File: src/rtl/multiword_add_sequencer_pkg.sv
// Shared FSM encodings and default geometry for the multi-word add sequencer.
package multiword_add_sequencer_pkg;

    typedef enum logic [1:0] {
        ST_IDLE = 2'd0,
        ST_RUN  = 2'd1,
        ST_DONE = 2'd2
    } state_e;

    localparam int DEF_N     = 8;
    localparam int DEF_WORDS = 4;

endpackage

File: src/rtl/ripple_carry_adder.sv
// N-bit ripple-carry adder; the single shared datapath of the sequencer.
module ripple_carry_adder #(
    parameter int N = 8
) (
    input  logic [N-1:0] a,
    input  logic [N-1:0] b,
    input  logic         cin,
    output logic [N-1:0] sum,
    output logic         cout
);

    logic [N:0] c;

    assign c[0] = cin;

    for (genvar i = 0; i < N; i++) begin : g_bit
        assign sum[i]   = a[i] ^ b[i] ^ c[i];
        assign c[i + 1] = (a[i] & b[i]) | (c[i] & (a[i] ^ b[i]));
    end

    assign cout = c[N];

endmodule

File: src/rtl/multiword_add_sequencer.sv
// Adds WORDS x N-bit operands one word per cycle through one shared adder.
// Define MWADD_SUB_EN to add a 'sub' port selecting a - b.
module multiword_add_sequencer
    import multiword_add_sequencer_pkg::*;
#(
    parameter int N     = DEF_N,
    parameter int WORDS = DEF_WORDS
) (
    input  logic               clk,
    input  logic               rst,
    input  logic               in_valid,
    output logic               in_ready,
    input  logic [N*WORDS-1:0] a,
    input  logic [N*WORDS-1:0] b,
    input  logic               cin,
`ifdef MWADD_SUB_EN
    input  logic               sub,
`endif
    output logic               out_valid,
    input  logic               out_ready,
    output logic [N*WORDS-1:0] sum,
    output logic               cout,
    output logic               busy
);

    localparam int W  = N * WORDS;
    localparam int IW = (WORDS > 1) ? $clog2(WORDS) : 1;
    localparam logic [IW-1:0] LAST = IW'(WORDS - 1);

    state_e        state_q, state_d;
    logic [IW-1:0] idx_q, idx_d;
    logic          carry_q, carry_d;
    logic [W-1:0]  a_q, a_d;
    logic [W-1:0]  b_q, b_d;
    logic [W-1:0]  sum_q, sum_d;
    logic          cout_q, cout_d;
    logic          out_valid_q, out_valid_d;

    logic [N-1:0]  add_a, add_b, add_s;
    logic          add_co;

    assign add_a = a_q[idx_q*N +: N];

`ifdef MWADD_SUB_EN
    logic sub_q, sub_d;
    // Subtraction is a + ~b + 1: invert each B word, seed carry with 1.
    assign add_b = b_q[idx_q*N +: N] ^ {N{sub_q}};
`else
    assign add_b = b_q[idx_q*N +: N];
`endif

    ripple_carry_adder #(.N(N)) u_adder (
        .a    (add_a),
        .b    (add_b),
        .cin  (carry_q),
        .sum  (add_s),
        .cout (add_co)
    );

    always_comb begin
        state_d     = state_q;
        idx_d       = idx_q;
        carry_d     = carry_q;
        a_d         = a_q;
        b_d         = b_q;
        sum_d       = sum_q;
        cout_d      = cout_q;
        out_valid_d = out_valid_q;
`ifdef MWADD_SUB_EN
        sub_d       = sub_q;
`endif
        unique case (state_q)
            ST_IDLE: begin
                if (in_valid) begin
                    a_d     = a;
                    b_d     = b;
                    idx_d   = '0;
`ifdef MWADD_SUB_EN
                    sub_d   = sub;
                    carry_d = sub ? 1'b1 : cin;
`else
                    carry_d = cin;
`endif
                    state_d = ST_RUN;
                end
            end
            ST_RUN: begin
                sum_d[idx_q*N +: N] = add_s;
                carry_d = add_co;
                idx_d   = idx_q + 1'b1;
                if (idx_q == LAST) begin
                    idx_d       = '0;
                    cout_d      = add_co;
                    out_valid_d = 1'b1;
                    state_d     = ST_DONE;
                end
            end
            ST_DONE: begin
                if (out_ready) begin
                    out_valid_d = 1'b0;
                    state_d     = ST_IDLE;
                end
            end
            default: state_d = ST_IDLE;
        endcase
    end

    always_ff @(posedge clk) begin
        if (rst) begin
            state_q     <= ST_IDLE;
            idx_q       <= '0;
            carry_q     <= 1'b0;
            a_q         <= '0;
            b_q         <= '0;
            sum_q       <= '0;
            cout_q      <= 1'b0;
            out_valid_q <= 1'b0;
`ifdef MWADD_SUB_EN
            sub_q       <= 1'b0;
`endif
        end else begin
            state_q     <= state_d;
            idx_q       <= idx_d;
            carry_q     <= carry_d;
            a_q         <= a_d;
            b_q         <= b_d;
            sum_q       <= sum_d;
            cout_q      <= cout_d;
            out_valid_q <= out_valid_d;
`ifdef MWADD_SUB_EN
            sub_q       <= sub_d;
`endif
        end
    end

    assign in_ready  = (state_q == ST_IDLE);
    assign busy      = (state_q != ST_IDLE);
    assign out_valid = out_valid_q;
    assign sum       = sum_q;
    assign cout      = cout_q;

endmodule

File: config.mk
export PLATFORM = sky130hd
export DESIGN_NAME = multiword_add_sequencer
export DESIGN_NICKNAME = d
export VERILOG_FILES = /design/src/rtl/multiword_add_sequencer_pkg.sv /design/src/rtl/ripple_carry_adder.sv /design/src/rtl/multiword_add_sequencer.sv
export SDC_FILE = /design/constraint.sdc
export NUM_CORES = 1
export LEC_CHECK = 0
export BUFFER_PORTS_ARGS = -buffer_cell sky130_fd_sc_hd__buf_2
export CORE_MARGIN = 1.5
export CORE_UTILIZATION = 58
export DETAILED_ROUTE_END_ITERATION = 8
export GPL_TIMING_DRIVEN = 0
export PLACE_DENSITY_LB_ADDON = 0.2
export SYNTH_ARGS = -nofsm -noshare
export SYNTH_HDL_FRONTEND = slang
export SYNTH_HIERARCHICAL = 1
export SYNTH_SLANG_ARGS = --single-unit
File: constraint.sdc
create_clock -name clk -period 8.8 [get_ports clk]
set_input_delay 1.32 -clock clk [delete_from_list [all_inputs] [get_ports clk]]
set_output_delay 1.32 -clock clk [all_outputs]
set_load 0.1 [all_outputs]
==> results of run 1 <==
## metrics by stage
step	cell area (sq um)	setup slack, ps
floorplan	4480	4200
global placement	5110	3860
detailed placement	5110	3810
CTS	5290	3790
global route	5290	3550
finish	5290	3800
## critical path, cell delays in order, from the launching register on
cell and delay (ps):
dfxtp_1 380, buf_2 210, buf_4 250, mux4_2 560
fa_1 420, inv_1 70, fa_1 150, inv_1 50
fa_1 370, fa_1 380, fa_1 390, fa_1 390
fa_1 370, inv_1 70, fa_1 400, inv_1 200
nand3_1 110, a21oi_1 150
## flip-flops by register name, summed over array words and instances, names as in the netlist
| signal | cells |
|---|---|
| a_q | 32 |
| b_q | 32 |
| sum | 32 |
| idx_q | 2 |
| state_q | 2 |
| carry_q | 1 |
| cout | 1 |
| out_valid | 1 |
## power by group
group,internal [W],total (W),switching [W]
clock network,0.000118,0.000275,0.000157
logic,0.0000569,0.000151,0.0000936
registers,0.000486,0.000497,0.0000108
## area by class of cell
type	instances	area share
clock inverter	3	0.00331
inverter	14	0.00993
sequential	103	0.390
clock buffer	13	0.0300
multi-input combinational	343	0.399
buffer	38	0.0473
tap	99	0.0234
timing repair buffer	103	0.0974
## metal layers
metal | wire (um) | share of wire | track usage
met1 | 4310 | 0.39 | 0.328
met2 | 5630 | 0.51 | 0.495
met3 | 722 | 0.066 | 0.0463
met4 | 295 | 0.027 | 0.120
met5 | 0 | 0 | 0
## how the worst max path moves through the flow
stage	startpoint	endpoint	slack (ps)
6_report	idx_q[0]$_SDFFE_PP0P_	sum[15]$_SDFFE_PP0P_	3800
4_1_cts	idx_q[0]$_SDFFE_PP0P_	sum[15]$_SDFFE_PP0P_	3790
2_1_floorplan	idx_q[0]$_SDFFE_PP0P_	sum[15]$_SDFFE_PP0P_	4200
3_5_place_dp	idx_q[0]$_SDFFE_PP0P_	sum[15]$_SDFFE_PP0P_	3810
3_3_place_gp	idx_q[0]$_SDFFE_PP0P_	sum[15]$_SDFFE_PP0P_	3860
5_1_grt	idx_q[0]$_SDFFE_PP0P_	sum[15]$_SDFFE_PP0P_	3550
## kinds of logic after synthesis
| kind of cell | count (synthesis) | synth area share |
|---|---|---|
| and+or+nand+nor | 207 | 0.209 |
| AOI/OAI and AO/OA | 104 | 0.125 |
| DFF | 103 | 0.461 |
| buffers and inverters | 52 | 0.0677 |
| muxes | 18 | 0.0850 |
| adders and majority gates | 14 | 0.0526 |
## Yosys cell counts, drive strengths merged
| library cell | number |
|---|---|
| nand2 | 153 |
| dfxtp | 103 |
| a21oi | 93 |
| buf | 26 |
| nand3 | 22 |
| mux4 | 16 |
| inv | 14 |
| clkbuf | 12 |
| a22o | 8 |
| fa | 8 |
| ha | 6 |
| nor2 | 6 |
| nand3b | 4 |
| and3b | 3 |
| nor2b | 3 |
| nor4b | 3 |
| and4bb | 2 |
| mux2i | 2 |
| nand2b | 2 |
| nand4 | 2 |
| nor3 | 2 |
| or3b | 2 |
| a22oi | 1 |
| a2bb2oi | 1 |
| and3 | 1 |
| nor3b | 1 |
| o21bai | 1 |
| or2 | 1 |
==> metrics.cfg, run 1 <==
[global_route]
grt_pass1_vias = 3835
antenna_found_initial = 0
grt_usage = 0.278
grt_max_degree = 16
gr-total-overflow = 0
grt_pass1_wl_um = 17900

[synthesis]
yosysTopAreaCellShare = 0.461
syn_area_per_cell_sq_um = 8.99
yosysSeqAreaShare = 0.461
synth.top_cells.by_area = dfxtp_1, nand2_1, a21oi_1
yosysTopAreaCell = dfxtp_1
synthCells = 498
syn_area_sq_um = 4480
ys_types = 34
yosysWarnings = 6
ys_seq_elements = 103
syn-num-nets = 581

[place]
place_congestion = 0.842
dp_hpwl_um = 8090
placed_cells = 700
numPortBuffers = 103

[worst_setup_path]
worstPathRequired_ps = 9100
r2r-start = idx_q[0]$_SDFFE_PP0P_
ff2ff_setup_slack_ps = 3800
r2r_cells = 17
r2r-end = sum[15]$_SDFFE_PP0P_
path_class = flip-flop to flip-flop
cp.arrival_ps = 5300
cp_max_fo = 10
critPathLaunchType = flip-flop
crit_path_end_kind = flip-flop

[min_path]
min_path_cells = 2
min_path_type = flip-flop to flip-flop
hold_end = sum[21]$_SDFFE_PP0P_
hold_start = sum[21]$_SDFFE_PP0P_

[cts]
cts_setup_buffers = 0
root_buffer = clkbuf_8
htreeDepth = 3
cts_resized = 0
clk_latency_ps = 370
cts_buffers = 9
ctsHoldBuffers = 0
cts.path.max_buffers = 2
clkTransAtPathRegs_ps = 90
cts_tree = done
cts_sinks = 103

[drt]
first_pass_iters = 5
drc = 0
ant_nets = 0
routedWlPerCell_um = 15.3
num_vias = 3902
routed_wl_um = 11000
via_per_inst = 5.45
first_iter_violations = 197

[sta]
setup_viol_count_final = 0
finalSetupTns_ps = 0
hold_viol = 0
min_period_ps = 5000
tightest_slew_ps = 659
slew_violations = 0
max_clock_freq_mhz = 200
rsz0062_at_grt = false
holdWs_ps = 450
skew_ps = 10.3
period_share = 0.569
relSlewSlack = 0.561

[layout]
mostFrequentLayoutCell = nand2_1
drive_gt1_frac = 0.264
fin_util = 0.718
n_antenna_cell = 0
nets = 695
fin_cells = 716
multi_input_area_sq_um = 2110
layout_common_cells = nand2_1, buf_2, dfxtp_1, a21oi_1, nand3_1
regArea_sq_um = 2060
area_delta_synth_final_pct = 18.2
fillers = 602

[die]
die_w_um = 90.8
die_height_um = 90.8
core_area_sq_um = 7370
initial_utilization = 0.607
num_rows = 31
ios = 105
dieArea_sq_um = 8250

[power_and_ir_drop]
p_per_area_nw_per_um2 = 174
ir_drop_v = 0.0000892
leakage_nw = 2.23
total_power_w = 0.000922

[flow_run]
maxCapViolCount = 0

[status]
status = complete, no violations

No activity file was read; power rests on OpenSTA's default activity.
==> run 2, diff against run 1 <==
--- a/config.mk
+++ b/config.mk
@@ -5,9 +5,10 @@
 export SDC_FILE = /design/constraint.sdc
 export NUM_CORES = 1
 export LEC_CHECK = 0
+export ABC_AREA = 1
 export BUFFER_PORTS_ARGS = -buffer_cell sky130_fd_sc_hd__buf_2
 export CORE_MARGIN = 1.5
-export CORE_UTILIZATION = 58
+export CORE_UTILIZATION = 48
 export DETAILED_ROUTE_END_ITERATION = 8
 export GPL_TIMING_DRIVEN = 0
 export PLACE_DENSITY_LB_ADDON = 0.2
==> constraint.sdc (replaced) <==
create_clock -name clk -period 4.53 [get_ports clk]
set_input_delay 0.6795 -clock clk [delete_from_list [all_inputs] [get_ports clk]]
set_output_delay 0.6795 -clock clk [all_outputs]
set_load 0.1 [all_outputs]
==> metrics.cfg, run 2 <==
[status]
status = complete, no violations

[drt]
routedWlPerCell_um = 14.1  ; -7.9%
first_iter_violations = 189  ; -4.1%
first_pass_iters = 7  ; +2
wl_met1_um = 5470  ; +27%
ant_nets = 0  ; unchanged
wl_met3_um = 637  ; -12%
drc = 0  ; unchanged
dr.max_layer_used = met4
via_per_inst = 5.15  ; -5.5%
wl_met2_um = 5480  ; -2.8%
num_vias = 4300  ; +10%
routed_wl_um = 11800  ; +7.4%

[global_route]
grt_pass1_vias = 4030  ; +5.1%
gr-total-overflow = 0  ; unchanged
antenna_found_initial = 0  ; unchanged
grt_pass1_wl_um = 19400  ; +8.0%
grt_usage = 0.249  ; -0.0289
grt_max_degree = 16  ; unchanged

[layout]
drive_gt1_frac = 0.247  ; -0.0169
n_antenna_cell = 0  ; unchanged
nets = 805  ; +16%
area_delta_synth_final_pct = 20.8
finalInstanceArea_sq_um = 5450  ; +3.1%
fillers = 900  ; +50%
layout_common_cells = nor2_1, buf_2, dfxtp_1, nand2_1, o21ai_1
mostFrequentLayoutCell = nor2_1

[power_and_ir_drop]
p_comb_frac = 0.222  ; +0.059
p_clk_frac = 0.276  ; -0.022
ir_drop_v = 0.000185  ; +110%
p_switching_w = 0.000632  ; +140%
p_per_area_nw_per_um2 = 366  ; +110%
cellInternalPower_w = 0.00136  ; +110%
power_switching_share = 0.317  ; +0.0336
leakage_nw = 2.39  ; +7.1%
p_seq_frac = 0.503  ; -0.036

[die]
die_height_um = 100  ; +10%
initial_utilization = 0.491  ; -0.116
die_w_um = 100  ; +10%
num_rows = 35  ; +13%
ios = 105  ; unchanged
core_area_sq_um = 9200  ; +25%
dieArea_sq_um = 10000  ; +21%

[cts]
cts_sinks = 103  ; unchanged
clkTransAtPathRegs_ps = 90  ; about the same
cts_tree = done
cts_buffers = 9  ; unchanged
htreeDepth = 3  ; unchanged
ctsHoldBuffers = 0  ; unchanged
root_buffer = clkbuf_8
clk_latency_ps = 370  ; about the same
cts.path.max_buffers = 2  ; unchanged

[place]
numPortBuffers = 104  ; +0.97%
dp_hpwl_um = 8920  ; +10%
placed_cell_area_sq_um = 5170  ; +1.1%
place_congestion = 0.868  ; +3.1%

[synthesis]
synthCells = 605  ; +21%
syn-num-nets = 688  ; +18%
synth.most_common_cell = nor2_1
synth.top_cells.by_area = dfxtp_1, nor2_1, nand2_1
ys_async_sr_fraction = 0  ; unchanged
yosysWarnings = 6  ; unchanged
yosysTopAreaCellShare = 0.457  ; -0.00396
ys_types = 26  ; -24%
synth_flop_cell = dfxtp_1
syn_area_per_cell_sq_um = 7.46  ; -17%
ys_seq_elements = 103  ; unchanged
syn_area_sq_um = 4510  ; +0.87%
yosysTopAreaCell = dfxtp_1
synth_common_cells = nor2_1, dfxtp_1, nand2_1, o21ai_1, o21ai_0
synth_edf_count = 0  ; unchanged
yosysSeqAreaShare = 0.457  ; -0.00396

[worst_setup_path]
critPathLaunchType = flip-flop
path_class = flip-flop to flip-flop
cp_cell_sequence = inv_2, clkbuf_8, o21ai_2, o22ai_2, fa_1, inv_1, fa_1, inv_1, fa_2, fa_2, fa_2, fa_2, fa_2, inv_1, fa_1, inv_2, nand2_1, nor2_2, nand2_1, a21oi_2
r2r-start = idx_q[0]$_SDFFE_PP0P_
slowest_stage = fa_1
cp.arrival_ps = 4590  ; -710 ps
cpPeakStageDelay_ps = 420  ; -140 ps
r2r-end = sum[31]$_SDFFE_PP0P_
ff2ff_setup_slack_ps = 240  ; -3560 ps
crit_path_end_kind = flip-flop
r2r_cells = 20  ; +3
crit_top_cell = fa_2
cp_max_fo = 10  ; unchanged
worstPathRequired_ps = 4830  ; -4270 ps

[sta]
setup_viol_count_final = 0  ; unchanged
hold_viol = 0  ; unchanged
min_period_ps = 4290  ; -714 ps
period_share = 0.947  ; +0.378
slew_violations = 0  ; unchanged
max_clock_freq_mhz = 233  ; +17%
rsz0062_at_grt = false
skew_ps = 7.95  ; -2.32 ps
holdWs_ps = 464  ; +13.6 ps
tightest_slew_ps = 512  ; -146 ps
relSlewSlack = 0.658  ; +0.0974

[min_path]
min_path_cells = 2  ; unchanged
hold_end = sum[30]$_SDFFE_PP0P_
hold_start = sum[30]$_SDFFE_PP0P_
min_path_type = flip-flop to flip-flop

[flow_run]
maxCapViolCount = 0  ; unchanged

[run 2: kinds of logic (layout without fill, tap and decap cells)]
kind of cell,count (synthesis),after routing,share of synthesized area
AND/OR/NAND/NOR,270,270,0.245
flip-flops,103,103,0.457
adder cells (fa/ha/maj),14,14,0.0521
AO/OA/AOI/OAI,152,152,0.174
buffers and inverters,66,185,0.0726
[run 2: how the worst max path moves through the flow]
stage | from | endpoint | slack [ps] | depth (start not counted)
final | idx_q[0]$_SDFFE_PP0P_ | sum[31]$_SDFFE_PP0P_ | 240 | 20
after global routing | idx_q[0]$_SDFFE_PP0P_ | sum[31]$_SDFFE_PP0P_ | 10 | 20
after CTS | idx_q[0]$_SDFFE_PP0P_ | sum[31]$_SDFFE_PP0P_ | 30 | 21
after detailed placement | idx_q[1]$_SDFFE_PP0P_ | sum[31]$_SDFFE_PP0P_ | -550 | 20
after global placement | idx_q[1]$_SDFFE_PP0P_ | sum[31]$_SDFFE_PP0P_ | -490 | 20
after floorplan | idx_q[1]$_SDFFE_PP0P_ | sum[31]$_SDFFE_PP0P_ | 100 | 20
[run 2: layout make-up]
cell class	count	area (sq um)	share of cell area
Clock inverter	4	50.0	0.00918
Multi-Input combinational cell	436	2180	0.399
Tap cell	111	139	0.0255
Clock buffer	9	124	0.0227
Buffer	34	228	0.0418
Timing Repair Buffer	108	548	0.101
Sequential cell	103	2070	0.380
Inverter	30	119	0.0218
[run 2: through the flow]
stage	TNS, ps	utilization	instances	setup WS (ps)	power [W]
2_1_floorplan	0	-	605	102	0.00132
3_3_place_gp	-1930	0.563	820	-486	0.00144
3_5_place_dp	-2470	0.563	820	-551	0.00145
4_1_cts	0	0.591	835	31.2	0.00200
5_1_grt	0	0.593	835	12.0	0.00210
6_report	0	0.593	835	241	0.00199
[run 2: power by group through the flow]
stage	Clock (W)	Combinational, W	Sequential [W]
2_1_floorplan	0	0.000262	0.00106
5_1_grt	0.000591	0.000496	0.00101
6_report	0.000549	0.000443	0.00100
3_5_place_dp	0	0.000425	0.00102
3_3_place_gp	0	0.000419	0.00102
4_1_cts	0.000557	0.000439	0.00100
[run 2: layer usage]
metal,global-route usage,vias up
li1,-,2188
met1,0.335,1966
met2,0.407,131
met3,0.0439,15
met4,0.0834,0
met5,0,-
[run 2: worst max-delay path: cells and delay by family, from the launching register on]
family | cells | cell delay (ps)
flip-flops | 1 | 390
buffers and inverters | 6 | 510
adder cells (fa/ha/maj) | 8 | 2690
AO/OA/AOI/OAI | 3 | 350
AND/OR/NAND/NOR | 3 | 290
[run 2: repair_timing]
| item | in CTS | in global routing |
|---|---|---|
| setup endpoints to repair | 9 | 3 |
| pin swaps | 1 | 2 |
| gates cloned | 0 | 0 |
| gates resized for setup | 27 | 9 |
| buffers inserted | 3 | 1 |
